--- config.mk ---
export PLATFORM = sky130hd
export DESIGN_NAME = map_line_builder_flat
export DESIGN_NICKNAME = d
export VERILOG_FILES = /design/src/rtl/map_line_builder_if.sv /design/src/rtl/map_line_builder.sv /design/src/flat_wrapper.sv
export SDC_FILE = /design/constraint.sdc
export NUM_CORES = 1
export LEC_CHECK = 0
export ABC_CLOCK_PERIOD_IN_PS = 4350
export CORE_AREA = 5 5 754 756
export DETAILED_ROUTE_END_ITERATION = 8
export DIE_AREA = 0 0 759 761
export SKIP_CTS_REPAIR_TIMING = 1
export SLEW_MARGIN = 25
export SYNTH_ARGS = -nofsm -noshare
export SYNTH_HDL_FRONTEND = slang
export SYNTH_SLANG_ARGS = --single-unit
--- constraint.sdc ---
create_clock -name CLK -period 4.35 [get_ports CLK]
set_input_delay 0.435 -clock CLK [delete_from_list [all_inputs] [get_ports CLK]]
set_output_delay 0.435 -clock CLK [all_outputs]
set_load 0.01 [all_outputs]
--- src/rtl/map_line_builder_if.sv ---
// Bus bundle between the scanline builder, its requester and the map ROM.
//
// Request handshake: the requester raises line_req with line_y valid in the
// same cycle. The request is taken on a rising clock edge only while busy is
// low; a request seen while busy is high is dropped, never queued. busy stays
// high from the accepting edge until the edge that raises line_valid, which is
// a one-cycle pulse. line_data is stable at all other times.
//
// ROM port: rom_addr is registered by the builder; the ROM registers it and
// presents rom_data one clock later.
interface map_line_builder_if #(
    parameter int LINE_PIX = 848,
    parameter int MAP_W    = 106,
    parameter int AW       = 6
);
    logic                    line_req;
    logic [8:0]              line_y;
    logic                    busy;
    logic                    line_valid;
    logic [2*LINE_PIX-1:0]   line_data;
    logic [AW-1:0]           rom_addr;
    logic [2*MAP_W-1:0]      rom_data;

    // Requester plus ROM side
    modport master (
        output line_req,
        output line_y,
        output rom_data,
        input  busy,
        input  line_valid,
        input  line_data,
        input  rom_addr
    );

    // Builder side
    modport slave (
        input  line_req,
        input  line_y,
        input  rom_data,
        output busy,
        output line_valid,
        output line_data,
        output rom_addr
    );
endinterface

--- src/rtl/map_line_builder.sv ---
// Expands one coarse map row (2 bits per cell) into a packed 2-bit/pixel
// scanline by replicating each cell CELL times horizontally. The row is
// fetched from a synchronous ROM and expanded CHUNK cells per clock.
module map_line_builder #(
    parameter int LINE_PIX = 848,
    parameter int CELL     = 8,
    parameter int MAP_W    = 106,
    parameter int MAP_H    = 60,
    parameter int AW       = 6,
    parameter int CHUNK    = 2
) (
    input  logic                 CLK,
    input  logic                 reset,
    map_line_builder_if.slave    bus,
    output logic [2:0]           dbg_state_o
);

    localparam int CELL_LG = $clog2(CELL);
    localparam int NCHUNK  = MAP_W / CHUNK;
    localparam int KW      = (NCHUNK > 1) ? $clog2(NCHUNK + 1) : 1;
    localparam int LW      = 2 * LINE_PIX;
    localparam int SW      = 2 * MAP_W;
    localparam int CW      = 2 * CHUNK * CELL;

    localparam logic [KW-1:0] K_LAST = KW'(NCHUNK - 1);
    localparam logic [8:0]    ROW_LIM = 9'(MAP_H);

    localparam logic [2:0] S_IDLE   = 3'd0;
    localparam logic [2:0] S_WAIT   = 3'd1;
    localparam logic [2:0] S_LOAD   = 3'd2;
    localparam logic [2:0] S_EXPAND = 3'd3;
    localparam logic [2:0] S_DONE   = 3'd4;

    logic [2:0]     state_q,    state_d;
    logic           oob_q,      oob_d;
    logic           busy_q,     busy_d;
    logic           valid_q,    valid_d;
    logic [AW-1:0]  rom_addr_q, rom_addr_d;
    logic [KW-1:0]  k_q,        k_d;
    logic [SW-1:0]  src_q,      src_d;
    logic [LW-1:0]  work_q,     work_d;
    logic [LW-1:0]  line_q,     line_d;

    logic [8:0]     row;
    logic [CW-1:0]  chunk_pix;

    // Map row addressed by the requested pixel row
    assign row = bus.line_y >> CELL_LG;

    // Replicate the lowest CHUNK cells of the source shift register; cell i
    // of the chunk lands in the lower pixels so chunks read left to right.
    always_comb begin
        chunk_pix = '0;
        for (int i = 0; i < CHUNK; i++) begin
            chunk_pix[i*2*CELL +: 2*CELL] = {CELL{src_q[2*i +: 2]}};
        end
    end

    // Next-state logic. The work register is filled by shifting expanded
    // chunks in from the top; after NCHUNK shifts the first chunk has reached
    // pixel 0, so each cell ends up at pixels c*CELL .. c*CELL+CELL-1.
    always_comb begin
        state_d    = state_q;
        oob_d      = oob_q;
        busy_d     = busy_q;
        valid_d    = 1'b0;
        rom_addr_d = rom_addr_q;
        k_d        = k_q;
        src_d      = src_q;
        work_d     = work_q;
        line_d     = line_q;

        case (state_q)
            S_IDLE: begin
                if (bus.line_req) begin
                    busy_d = 1'b1;
                    if (row < ROW_LIM) begin
                        rom_addr_d = row[AW-1:0];
                        oob_d      = 1'b0;
                    end else begin
                        oob_d      = 1'b1;
                    end
                    state_d = S_WAIT;
                end
            end
            S_WAIT: begin
                state_d = S_LOAD;
            end
            S_LOAD: begin
                src_d   = oob_q ? '0 : bus.rom_data;
                k_d     = '0;
                state_d = S_EXPAND;
            end
            S_EXPAND: begin
                work_d = {chunk_pix, work_q[LW-1:CW]};
                src_d  = src_q >> (2 * CHUNK);
                k_d    = k_q + 1'b1;
                if (k_q == K_LAST) begin
                    state_d = S_DONE;
                end
            end
            S_DONE: begin
                line_d  = work_q;
                valid_d = 1'b1;
                busy_d  = 1'b0;
                state_d = S_IDLE;
            end
            default: begin
                state_d = S_IDLE;
                busy_d  = 1'b0;
            end
        endcase
    end

    // State registers; reset aborts any build in progress
    always_ff @(posedge CLK or negedge reset) begin
        if (!reset) begin
            state_q    <= S_IDLE;
            oob_q      <= 1'b0;
            busy_q     <= 1'b0;
            valid_q    <= 1'b0;
            rom_addr_q <= '0;
            k_q        <= '0;
            src_q      <= '0;
            work_q     <= '0;
            line_q     <= '0;
        end else begin
            state_q    <= state_d;
            oob_q      <= oob_d;
            busy_q     <= busy_d;
            valid_q    <= valid_d;
            rom_addr_q <= rom_addr_d;
            k_q        <= k_d;
            src_q      <= src_d;
            work_q     <= work_d;
            line_q     <= line_d;
        end
    end

    assign bus.busy       = busy_q;
    assign bus.line_valid = valid_q;
    assign bus.line_data  = line_q;
    assign bus.rom_addr   = rom_addr_q;
    assign dbg_state_o    = state_q;

endmodule

--- src/flat_wrapper.sv ---
// flat-port wrapper written by rule: the top's interface ports become plain ports
module map_line_builder_flat 
#(
    parameter int LINE_PIX = 848,
    parameter int CELL     = 8,
    parameter int MAP_W    = 106,
    parameter int MAP_H    = 60,
    parameter int AW       = 6,
    parameter int CHUNK    = 2
)
  (CLK, reset, dbg_state_o, bus_line_req, bus_line_y, bus_rom_data, bus_busy, bus_line_valid, bus_line_data, bus_rom_addr);
  map_line_builder_if #(.LINE_PIX(LINE_PIX), .MAP_W(MAP_W), .AW(AW)) bus_i ();
  input  logic CLK;
  input  logic reset;
  output logic [2:0] dbg_state_o;
  input wire logic [$bits(bus_i.line_req)-1:0] bus_line_req;
  input wire logic [$bits(bus_i.line_y)-1:0] bus_line_y;
  input wire logic [$bits(bus_i.rom_data)-1:0] bus_rom_data;
  output wire logic [$bits(bus_i.busy)-1:0] bus_busy;
  output wire logic [$bits(bus_i.line_valid)-1:0] bus_line_valid;
  output wire logic [$bits(bus_i.line_data)-1:0] bus_line_data;
  output wire logic [$bits(bus_i.rom_addr)-1:0] bus_rom_addr;
  assign bus_i.line_req = bus_line_req;
  assign bus_i.line_y = bus_line_y;
  assign bus_i.rom_data = bus_rom_data;
  assign bus_busy = bus_i.busy;
  assign bus_line_valid = bus_i.line_valid;
  assign bus_line_data = bus_i.line_data;
  assign bus_rom_addr = bus_i.rom_addr;
  map_line_builder #(.LINE_PIX(LINE_PIX), .CELL(CELL), .MAP_W(MAP_W), .MAP_H(MAP_H), .AW(AW), .CHUNK(CHUNK)) u_core (.CLK(CLK), .reset(reset), .bus(bus_i), .dbg_state_o(dbg_state_o));
endmodule
==> results.toml <==
[sta]
tightest_slew_ps = 1120
finalHoldViolCount = 0
hold_ws_ps = 207
setup_viol = 0
rsz0062_at_grt = "false"
fmax_mhz = 322
finClkSkew_ps = 93.6
slew_headroom = 0.254
period_share = 0.713
maxSlewViolCount = 0
tns_ps = 0
fin_crit_ps = 3100

[synth]
synth.cell_area_um2 = 37100
synth_edf_count = 0
synth_async_sr_flop_share = 1.00
synth_ff_type = "dfrtp_1"
synth_nets = 3640
ys_seq_area_frac = 0.441
synth_cells = 3414
synth_cell_types = 31
synth-seq-cells = 654
yosys_warnings = 0
avgSynthCellArea_um2 = 10.9

[detailed_routing]
drt_iter0_markers = 1092
wl_per_cell_um = 13.8
wirelength_um = 157000
drc = 0
first_pass_iters = 5
vias = 24279
ant_nets = 0
post_drt_via_cell_ratio = 2.12

[job]
maxCapViolations = 0

[layout]
syn2layout_area_growth_pct = 55.3
nFillCells = 64291
nNetsFinal = 4091
drive_above_1_share = 0.163
most-common-layout-cells = "clkdlybuf4s50_1 (1926), dfrtp_1 (651), mux2_2 (381)"
layout_commonest_cell = "clkdlybuf4s50_1"

[global_route]
grt_pass1_vias = 25354
grt_pass1_wl_um = 213000
grt-ovfl-total = 0
antenna_found_initial = 64
grt_util_all_layers = 0.0513
grt_max_degree = 223

[floorplanning]
rows = 275
die_w_um = 759
coreArea_um2 = 560000
fp.dieArea_um2 = 578000
io_pins = 1931
start_util = 0.0662
die_h_um = 761

[run_status]
status = "finished, final reports clean"

[setup_path]
crit_fanout = 132
path_cells = "buf_12 -> clkdlybuf4s50_1"
critPathLaunch = "u_core.dbg_state_o[0]"
r2r_slack_ps = 1600
crit_required_ps = 3910
endpoint_kind = "output pin"
crit_path_start_kind = "flip-flop"
endpoint = "dbg_state_o[0]"
crit_arrival_ps = 2670
crit_slowest_cell = "clkdlybuf4s50_1"
r2r-start = "u_core.dbg_state_o[2]"
r2r-end = "u_core.src_q[188]"
reg2reg_depth = 4
worstSetupPathType = "flip-flop to output pin"
max_stage_delay_ps = 670

[clock_tree]
root_buffer = "clkbuf_16"
clk_pin_slew_ps = 60
clockBufferDepth = 4
h-tree-depth = 3
cts_tree = "built"
cts_buffers = 89
clk_latency_ps = 820
cts.sinks = 654

[placed_design]
dpl.hpwl_um = 127000
gp_congestion = 0.767
port_buffers = 1927

[pwr]
ir_drop_mv = 0.307
switchingPower_mw = 6.91
power_leakage_nw = 20.2
seqPwrFrac = 0.458
internal_power_mw = 14.1
combPwrFrac = 0.184
clkPwrFrac = 0.358
sw_frac_of_total = 0.328
powerDensity_nw_per_um2 = 365

[hold_path]
hold_class = "primary input to flip-flop"
## state kept, by name, indices dropped and copies added, names as in the netlist
name                   cells
u_core.k_q                 6
u_core.bus.line_data     212
u_core.work_q            212
u_core.bus.rom_addr        6
u_core.oob_q               1
u_core.dbg_state_o         3
u_core.src_q             212
u_core.bus.line_valid      1
u_core.bus.busy            1
## worst max-delay path: cells and delay by family, from the launching register on
family   cells  cell delay (ps)
buf+inv      2             1100
flops        1              590
## synth_stat cells, types with 2 or more instances
master,instances,area share
buf_4,1486,0.30
nor2_1,5,0.00051
nor3_1,5,0.00067
nor3b_1,24,0.0049
nand2_1,214,0.022
mux2_2,381,0.12
or4_1,2,0.00040
nand2b_1,3,0.00051
a21oi_1,27,0.0036
a22o_1,6,0.0014
buf_2,56,0.0076
dfrtp_1,654,0.44
nand3_1,4,0.00054
mux2_4,48,0.019
mux2i_1,2,0.00054
ha_1,2,0.00067
o21ai_0,210,0.028
a22oi_1,184,0.037
buf_6,17,0.0052
nand4_1,2,0.00034
inv_1,4,0.00040
buf_1,15,0.0015
clkbuf_1,55,0.0056
## logic make-up after synthesis
group | synth area share
buffers and inverters | 0.321
adder cells (fa/ha/maj) | 0.000674
flip-flops | 0.441
multiplexers | 0.136
AO/OA/AOI/OAI | 0.0710
AND/OR/NAND/NOR | 0.0306
## cell type report
| class | count | area, µm² | share of cell area |
|---|---|---|---|
| inverter | 4 | 15.0 | 0.000261 |
| timing repair buffer | 1990 | 20100 | 0.348 |
| antenna | 20 | 50.0 | 0.000868 |
| clock inverter | 40 | 482 | 0.00836 |
| sequential | 654 | 16400 | 0.284 |
| tap | 7479 | 9360 | 0.162 |
| multi-input combinational | 1126 | 8850 | 0.154 |
| clock buffer | 116 | 2440 | 0.0423 |
## layer usage
metal | part of all wire | global-route usage | routed length (µm)
met1 | 0.39 | 0.0589 | 62000
met2 | 0.49 | 0.0892 | 77600
met3 | 0.084 | 0.0182 | 13200
met4 | 0.029 | 0.0151 | 4620
met5 | 0.00088 | 0 | 138
## metrics by stage
step	util	cells	setup WS (ps)	cell area [µm²]	power, mW
CTS	0.103	11407	1010	57500	21.9
global placement	0.0975	11250	1530	54600	13.9
floorplan	-	3414	2540	37100	11.3
finish	0.103	11429	1250	57600	21.0
global route	0.103	11415	908	57600	22.5
detailed placement	0.0975	11251	1520	54600	14.0
## worst min path at each step
| stage | from | endpoint | slack, ps | depth (start not counted) |
|---|---|---|---|---|
| 5_1_grt | bus_rom_data[209] | u_core.src_q[209] | 120 | 2 |
| 3_5_place_dp | u_core.src_q[169] | u_core.src_q[169] | 470 | 2 |
| 6_report | bus_rom_data[209] | u_core.src_q[209] | 210 | 2 |
| 2_1_floorplan | reset | u_core.bus.busy | 140 | 0 |
| 3_3_place_gp | u_core.src_q[24] | u_core.src_q[24] | 470 | 2 |
| 4_1_cts | reset | u_core.k_q[3] | -430 | 1 |
## power by group through the flow
stage	Combinational [mW]	Clock, mW	Sequential, mW
after detailed placement	3.99	0	9.98
after floorplan	2.86	0	8.46
final	3.88	7.54	9.64
after global routing	4.33	8.15	9.97
after global placement	3.91	0	9.96
after CTS	3.99	8.01	9.89
No activity file was read; power rests on OpenSTA's default activity.
